## config.mk

```make
export PLATFORM = sky130hd
export DESIGN_NAME = instruction_memory_loadable_flat
export DESIGN_NICKNAME = d
export VERILOG_FILES = /design/src/rtl/instruction_memory_loadable_pkg.sv /design/src/rtl/instruction_memory_loadable_if.sv /design/src/rtl/instruction_memory_loadable_imem_array.sv /design/src/rtl/instruction_memory_loadable.sv /design/src/flat_wrapper.sv
export SDC_FILE = /design/constraint.sdc
export NUM_CORES = 2
export LEC_CHECK = 0
export CORE_ASPECT_RATIO = 1.75
export CORE_UTILIZATION = 50
export CTS_CLUSTER_DIAMETER = 200
export DETAILED_ROUTE_END_ITERATION = 16
export PLACE_DENSITY = 0.66
export RECOVER_POWER = 50
export SLEW_MARGIN = 20
export SYNTH_ARGS = -nofsm -noshare
export SYNTH_HDL_FRONTEND = slang
export SYNTH_SLANG_ARGS = --single-unit
```

## constraint.sdc

```tcl
create_clock -name clock -period 5.2 [get_ports clock]
set_input_delay 1.56 -clock clock [delete_from_list [all_inputs] [get_ports clock]]
set_output_delay 1.56 -clock clock [all_outputs]
set_load 0.05 [all_outputs]
```

## src/rtl/instruction_memory_loadable_pkg.sv

```systemverilog
// Shared MIPS fetch-side definitions: memory state encoding, default fill word, fault record.
package instruction_memory_loadable_pkg;

    typedef enum logic [1:0] {
        CLEAR = 2'd0,
        LOAD  = 2'd1,
        RUN   = 2'd2
    } imem_state_e;

    localparam logic [1:0]  ST_CLEAR = 2'(CLEAR);
    localparam logic [1:0]  ST_LOAD  = 2'(LOAD);
    localparam logic [1:0]  ST_RUN   = 2'(RUN);

    localparam logic [31:0] DEFAULT_NOP_WORD = 32'h0000_0000;

    typedef struct packed {
        logic misaligned;
        logic range;
    } fetch_fault_t;

    function automatic logic is_misaligned(input logic [1:0] lsb);
        return |lsb;
    endfunction

endpackage

```

## src/rtl/instruction_memory_loadable_if.sv

```systemverilog
// Load stream and fetch port of the loadable instruction memory.
// master = program loader / fetch stage, slave = the memory block.
interface instruction_memory_loadable_if #(
    parameter int DATA_WIDTH = 32,
    parameter int ADDR_WIDTH = 32,
    parameter int DEPTH      = 64
);
    localparam int CW = $clog2(DEPTH) + 1;

    logic                  reload;
    logic                  load_valid;
    logic [DATA_WIDTH-1:0] load_data;
    logic                  load_last;
    logic                  load_ready;
    logic                  fetch_en;
    logic [ADDR_WIDTH-1:0] address;
    logic [DATA_WIDTH-1:0] instruction;
    logic                  instr_valid;
    logic                  fault_misaligned;
    logic                  fault_range;
    logic                  running;
    logic [CW-1:0]         load_count;
    logic                  load_full;

    modport master (
        output reload, load_valid, load_data, load_last, fetch_en, address,
        input  load_ready, instruction, instr_valid, fault_misaligned, fault_range,
               running, load_count, load_full
    );

    modport slave (
        input  reload, load_valid, load_data, load_last, fetch_en, address,
        output load_ready, instruction, instr_valid, fault_misaligned, fault_range,
               running, load_count, load_full
    );

endinterface

```

## src/rtl/instruction_memory_loadable_imem_array.sv

```systemverilog
// Single-port synchronous RAM; one shared address, write has priority over read.
// Read data appears one cycle after re and holds while re is low.
module imem_array #(
    parameter int DATA_WIDTH = 32,
    parameter int DEPTH      = 64
) (
    input  logic                         clock,
    input  logic                         we,
    input  logic [$clog2(DEPTH)-1:0]     waddr,
    input  logic [DATA_WIDTH-1:0]        wdata,
    input  logic                         re,
    input  logic [$clog2(DEPTH)-1:0]     raddr,
    output logic [DATA_WIDTH-1:0]        rdata
);
    localparam int AW = $clog2(DEPTH);

    logic [DATA_WIDTH-1:0] r_mem [DEPTH];
    logic [DATA_WIDTH-1:0] r_rdata;
    logic [AW-1:0]         w_addr;

    // writes only happen in CLEAR/LOAD and reads only in RUN, so we selects the port owner
    assign w_addr = we ? waddr : raddr;

    always_ff @(posedge clock) begin
        if (we) begin
            r_mem[w_addr] <= wdata;
        end else if (re) begin
            r_rdata <= r_mem[w_addr];
        end
    end

    assign rdata = r_rdata;

endmodule

```

## src/rtl/instruction_memory_loadable.sv

```systemverilog
// Loadable instruction memory: clears to NOP, accepts a program stream, then serves PC fetches.
// Fetch latency 1 cycle, one fetch per cycle; load_ready is high throughout LOAD only.
module instruction_memory_loadable
    import instruction_memory_loadable_pkg::*;
#(
    parameter int                    DATA_WIDTH = 32,
    parameter int                    ADDR_WIDTH = 32,
    parameter int                    DEPTH      = 64,
    parameter logic [DATA_WIDTH-1:0] NOP_WORD   = DATA_WIDTH'(DEFAULT_NOP_WORD)
) (
    input  logic                          clock,
    input  logic                          reset,
    instruction_memory_loadable_if.slave  bus
);
    localparam int                    IW       = $clog2(DEPTH);
    localparam int                    CW       = IW + 1;
    localparam logic [IW-1:0]         PTR_LAST = IW'(DEPTH - 1);
    localparam logic [ADDR_WIDTH-1:0] DEPTH_W  = ADDR_WIDTH'(DEPTH);

    logic [1:0]            r_state;
    logic [IW-1:0]         r_ptr;
    logic [CW-1:0]         r_load_count;
    logic                  r_load_full;
    logic                  r_sel_ram;
    logic [DATA_WIDTH-1:0] r_instr_hold;
    logic                  r_instr_valid;
    fetch_fault_t          r_fault;

    logic                  w_load_ready;
    logic                  w_accept;
    logic                  w_fetch_act;
    logic                  w_fetch_ok;
    logic [ADDR_WIDTH-1:0] w_word;
    logic [IW-1:0]         w_fetch_idx;
    fetch_fault_t          w_fault;
    logic                  w_we;
    logic [DATA_WIDTH-1:0] w_wdata;
    logic [DATA_WIDTH-1:0] w_rdata;

    assign w_load_ready       = (r_state == ST_LOAD);
    assign w_accept           = w_load_ready && bus.load_valid;
    assign w_fetch_act        = (r_state == ST_RUN) && bus.fetch_en;
    assign w_word             = bus.address >> 2;
    assign w_fetch_idx        = bus.address[2 +: IW];
    assign w_fault.misaligned = is_misaligned(bus.address[1:0]);
    assign w_fault.range      = (w_word >= DEPTH_W);
    assign w_fetch_ok         = w_fetch_act && !w_fault.misaligned && !w_fault.range;
    assign w_we               = (r_state == ST_CLEAR) || w_accept;
    assign w_wdata            = (r_state == ST_CLEAR) ? NOP_WORD : bus.load_data;

    imem_array #(
        .DATA_WIDTH (DATA_WIDTH),
        .DEPTH      (DEPTH)
    ) u_array (
        .clock (clock),
        .we    (w_we),
        .waddr (r_ptr),
        .wdata (w_wdata),
        .re    (w_fetch_ok),
        .raddr (w_fetch_idx),
        .rdata (w_rdata)
    );

    always_ff @(posedge clock) begin
        if (reset) begin
            r_state      <= ST_CLEAR;
            r_ptr        <= '0;
            r_load_count <= '0;
            r_load_full  <= 1'b0;
        end else begin
            case (r_state)
                ST_CLEAR: begin
                    r_ptr <= r_ptr + IW'(1);
                    if (r_ptr == PTR_LAST) begin
                        r_state <= ST_LOAD;
                        r_ptr   <= '0;
                    end
                end
                ST_LOAD: begin
                    if (w_accept) begin
                        r_ptr        <= r_ptr + IW'(1);
                        r_load_count <= r_load_count + CW'(1);
                        // load_last wins over the depth limit, so a full-length program is not flagged
                        if (bus.load_last) begin
                            r_state <= ST_RUN;
                        end else if (r_ptr == PTR_LAST) begin
                            r_state     <= ST_RUN;
                            r_load_full <= 1'b1;
                        end
                    end
                end
                ST_RUN: begin
                    if (bus.reload) begin
                        r_state      <= ST_CLEAR;
                        r_ptr        <= '0;
                        r_load_count <= '0;
                        r_load_full  <= 1'b0;
                    end
                end
                default: begin
                    r_state <= ST_CLEAR;
                    r_ptr   <= '0;
                end
            endcase
        end
    end

    // r_instr_hold keeps the last visible word so idle cycles present a stable instruction
    always_ff @(posedge clock) begin
        if (reset) begin
            r_sel_ram     <= 1'b0;
            r_instr_hold  <= NOP_WORD;
            r_instr_valid <= 1'b0;
            r_fault       <= '0;
        end else begin
            r_sel_ram          <= w_fetch_ok;
            r_instr_valid      <= w_fetch_ok;
            r_fault.misaligned <= w_fetch_act && w_fault.misaligned;
            r_fault.range      <= w_fetch_act && w_fault.range;
            if (w_fetch_act && !w_fetch_ok) begin
                r_instr_hold <= NOP_WORD;
            end else if (r_sel_ram) begin
                r_instr_hold <= w_rdata;
            end
        end
    end

    assign bus.load_ready       = w_load_ready;
    assign bus.running          = (r_state == ST_RUN);
    assign bus.load_count       = r_load_count;
    assign bus.load_full        = r_load_full;
    assign bus.instruction      = r_sel_ram ? w_rdata : r_instr_hold;
    assign bus.instr_valid      = r_instr_valid;
    assign bus.fault_misaligned = r_fault.misaligned;
    assign bus.fault_range      = r_fault.range;

endmodule

```

## src/flat_wrapper.sv

```systemverilog
// flat-port wrapper written by rule: the top's interface ports become plain ports
module instruction_memory_loadable_flat import instruction_memory_loadable_pkg::*;
#(
    parameter int                    DATA_WIDTH = 32,
    parameter int                    ADDR_WIDTH = 32,
    parameter int                    DEPTH      = 64,
    parameter logic [DATA_WIDTH-1:0] NOP_WORD   = DATA_WIDTH'(DEFAULT_NOP_WORD)
)
  (clock, reset, bus_reload, bus_load_valid, bus_load_data, bus_load_last, bus_fetch_en, bus_address, bus_load_ready, bus_instruction, bus_instr_valid, bus_fault_misaligned, bus_fault_range, bus_running, bus_load_count, bus_load_full);
  instruction_memory_loadable_if #(.DATA_WIDTH(DATA_WIDTH), .ADDR_WIDTH(ADDR_WIDTH), .DEPTH(DEPTH)) bus_i ();
  input  logic clock;
  input  logic reset;
  input wire logic [$bits(bus_i.reload)-1:0] bus_reload;
  input wire logic [$bits(bus_i.load_valid)-1:0] bus_load_valid;
  input wire logic [$bits(bus_i.load_data)-1:0] bus_load_data;
  input wire logic [$bits(bus_i.load_last)-1:0] bus_load_last;
  input wire logic [$bits(bus_i.fetch_en)-1:0] bus_fetch_en;
  input wire logic [$bits(bus_i.address)-1:0] bus_address;
  output wire logic [$bits(bus_i.load_ready)-1:0] bus_load_ready;
  output wire logic [$bits(bus_i.instruction)-1:0] bus_instruction;
  output wire logic [$bits(bus_i.instr_valid)-1:0] bus_instr_valid;
  output wire logic [$bits(bus_i.fault_misaligned)-1:0] bus_fault_misaligned;
  output wire logic [$bits(bus_i.fault_range)-1:0] bus_fault_range;
  output wire logic [$bits(bus_i.running)-1:0] bus_running;
  output wire logic [$bits(bus_i.load_count)-1:0] bus_load_count;
  output wire logic [$bits(bus_i.load_full)-1:0] bus_load_full;
  assign bus_i.reload = bus_reload;
  assign bus_i.load_valid = bus_load_valid;
  assign bus_i.load_data = bus_load_data;
  assign bus_i.load_last = bus_load_last;
  assign bus_i.fetch_en = bus_fetch_en;
  assign bus_i.address = bus_address;
  assign bus_load_ready = bus_i.load_ready;
  assign bus_instruction = bus_i.instruction;
  assign bus_instr_valid = bus_i.instr_valid;
  assign bus_fault_misaligned = bus_i.fault_misaligned;
  assign bus_fault_range = bus_i.fault_range;
  assign bus_running = bus_i.running;
  assign bus_load_count = bus_i.load_count;
  assign bus_load_full = bus_i.load_full;
  instruction_memory_loadable #(.DATA_WIDTH(DATA_WIDTH), .ADDR_WIDTH(ADDR_WIDTH), .DEPTH(DEPTH), .NOP_WORD(NOP_WORD)) u_core (.clock(clock), .reset(reset), .bus(bus_i));
endmodule
```

==> flow_summary_export.csv <==
group,metric,value,unit
outcome,status,"finished, violations left",
outcome,violations,"capacitance limit, slew limit",
global_routing,grt_busiest_layer,"met2",
setup_path,worst-endpoint-arrival,5.61,ns
setup_path,crit_chain,"dlygate4sd3_1, a21oi_4, buf_4, nand2_1, o21ai_4, buf_12, buf_12, a222oi_1, a31oi_1, nor4_1, nand4_1",
detailed_routing,drc,0,
global_routing,grt_pass1_vias,50600,
die,start_util,50.2,%
clocking,cts_setup_buffers,0,
placement,dp_slack,-0.480,ns
power_and_ir_drop,p_leak,29.4,nW
setup_path,worst_ep_required_time,5.74,ns
synth,syn_inst,4789,
timing,fin_tns_setup,0,ns
synth,ys_seq_elements,2131,
clocking,ctsHoldBuffers,0,
die,die_h,534,um
clocking,cts_tree,"built",
setup_path,cp_num_buf_inv,4,
placement,place_congestion,0.966,
detailed_routing,vias,51700,
power_and_ir_drop,p_per_area,363,nW/um2
detailed_routing,wl,280000,um
finish,fin_area,93800,um2
synth,synthArstFlopShare,0,%
finish,final_cell_mix,"edfxtp_1 (2,080), a22oi_1 (541), o21ai_0 (359), buf_4 (220), clkbuf_16 (190)",
clocking,htree_levels,4,
placement,portBuffers,114,
synth,ys_seq_area_share,78.5,%
setup_path,cp_num_cells,11,
die,die_area,164000,um2
global_routing,grt_start_max_net_pins,111,
global_routing,grtUsageMet2,55.3,%
setup_path,crit_path_end,"u_core.u_array.rdata[11]",
setup_path,critPathMaxStageDelay,1.05,ns
setup_path,reg2reg_slack,0.18,ns
setup_path,critPathSlowestCell,"nor4_1",
setup_path,worstRegToRegCells,5,
setup_path,r2r_start,"u_core.r_state[0]",
timing,setup_viol,0,
finish,final_common_cell,"edfxtp_1",
global_routing,use_met3,6.47,%
synth,synth_area_per_cell,16.9,um2
placement,dp.cells,6993,
global_routing,antenna_found_initial,6,
detailed_routing,dr.pass1.iters,9,
detailed_routing,drt_iter0_markers,8006,
power_and_ir_drop,peakVddDrop,253,uV
clocking,cts.repair.resized,0,
timing,setup_ws,0.134,ns
finish,fin_nets,5193,
flow_run,cap_violations,33,
detailed_routing,wl_per_cell,38.2,um
finish,nFillCells,11900,
clocking,path_clk_slew,0.07,ns
clocking,cts_buffers,186,
synth,synth_flop_cell,"edfxtp_1",
global_routing,grt.overflow.total,0,
timing,max_slew_margin,-116,%
timing,clock-skew-final,0.0465,ns
finish,drive_gt1_share,15.2,%
setup_path,start_kind,"input pin",
timing,max_freq,197,MHz
placement,placed_cell_area,88300,um2
timing,period_share,97.4,%
clocking,cts_sinks,2131,
clocking,insertion_delay,0.85,ns
timing,min_period,5.07,ns
setup_path,r2r-end,"u_core.u_array.r_mem[59][14]",
finish,final_cells,7327,
setup_path,crit_start,"bus_load_valid",
timing,worst_slew_pin_slew,3.23,ns
setup_path,path_common_cell,"buf_12",
setup_path,worst-setup-path-type,"in -> reg",
die,io_pins,115,
timing,hold_viol_final,0,
setup_path,path_delay_family,"simple AND/OR/NAND/NOR gates",
clocking,cts_root_buf,"clkbuf_16",
synth,synth_edf_count,2080,
synth,ys_warn_count,0,
setup_path,cp_max_fo,41,
setup_path,cp-end-kind,"flip-flop",
synth,synth_fp_nets,4865,
finish,finish.utilization,58.3,%
timing,rsz0062_at_grt,"no",
detailed_routing,ant_nets,0,
synth,synthesis.area,80900,um2
global_routing,grt_pass1_wl,385000,um
die,die_width,306,um
die,fp.coreArea,161000,um2
detailed_routing,viasPerCell,7.06,
global_routing,use_met1,40.1,%
placement,hpwl,173000,um
global_routing,grt_usage,33.8,%
clocking,cts_max_path_buffers,4,
timing,slew_violations,1206,
synth,ys_types,67,
die,rows,195,
finish,syn_to_final_growth,16.0,%
min_path,hp-class,"reg -> reg",
-- report_power, final --
group	internal, mW	leakage [nW]	switching (mW)
combinational	0.594	6.79	1.12
clock	7.60	2.88	6.08
sequential	18.7	19.7	0.0371
total	26.8	29.4	7.24
-- routing by layer --
layer	up-vias	wire length, um
li1	20600	-
met1	26200	91100
met2	3899	134000
met3	995	30600
met4	2	24200
met5	-	13
-- logic make-up (layout without fill, tap and decap cells) --
logic type / Yosys count / in the layout / share of synthesized area [%]
xor gates and xnor gates: 7 / 7 / 0.0758
DFF: 2131 / 2131 / 78.5
muxes: 145 / 145 / 1.85
and+or+nand+nor: 577 / 577 / 3.94
other: 0 / 8 / 0
adders and majority gates: 6 / 6 / 0.0928
AOI/OAI and AO/OA: 1568 / 1568 / 13.8
buffers and inverters: 355 / 817 / 1.82
-- flip-flops by register name, indices dropped and copies added, names as in the netlist --
signal,count
u_core.bus.fault_misaligned,1
u_core.r_state,2
u_core.r_instr_hold,32
u_core.r_sel_ram,1
u_core.bus.load_count,7
u_core.bus.fault_range,1
u_core.u_array.rdata,32
u_core.bus.load_full,1
u_core.u_array.r_mem,2048
u_core.r_ptr,6
-- synth_stat cells, types with 64 or more instances --
cell type | number | area [um2]
edfxtp_1 | 2080 | 62500
buf_2 | 65 | 325
a31oi_1 | 117 | 732
a22oi_1 | 541 | 4060
a221oi_1 | 95 | 832
nor2_1 | 145 | 544
nand2_1 | 64 | 240
o21ai_0 | 360 | 1800
mux2i_1 | 110 | 1100
a22o_1 | 121 | 1060
clkbuf_1 | 221 | 830
nor2b_1 | 71 | 444
-- tightest hold or removal path: stages, from the launching register on --
cell	delay (ns)
dfxtp_1	0.35
xor2_1	0.07
nor2_1	0.07
-- per-stage QoR --
step	hold WS, ns	power [mW]
after global placement	0.484	20.7
after global routing	0.554	34.8
after detailed placement	0.509	20.7
after CTS	0.529	34.1
final	0.526	34.1
after floorplan	0.490	19.9
-- area by class of cell --
class | instances | area (um2) | share of cell area [%]
clock inverter | 99 | 945 | 1.01
timing repair buffer | 489 | 5200 | 5.54
clock buffer | 223 | 4900 | 5.22
antenna | 8 | 20.0 | 0.0213
tap | 2068 | 2590 | 2.76
multi-input combinational | 2303 | 16700 | 17.8
inverter | 6 | 22.5 | 0.0240
sequential | 2131 | 63500 | 67.7
-- how the worst min path moves through the flow --
| stage | start | end | slack [ns] | depth (start not counted) |
|---|---|---|---|---|
| 5_1_grt | u_core.bus.load_full | u_core.bus.load_full | 0.55 | 2 |
| 3_3_place_gp | u_core.bus.load_count[5] | u_core.bus.load_count[5] | 0.48 | 2 |
| 2_1_floorplan | u_core.r_state[1] | u_core.r_state[1] | 0.49 | 2 |
| 6_report | u_core.bus.load_count[6] | u_core.bus.load_count[6] | 0.53 | 2 |
| 3_5_place_dp | u_core.bus.load_count[6] | u_core.bus.load_count[6] | 0.51 | 2 |
| 4_1_cts | u_core.bus.load_count[6] | u_core.bus.load_count[6] | 0.53 | 2 |
Power figures use the tool's default switching activity.
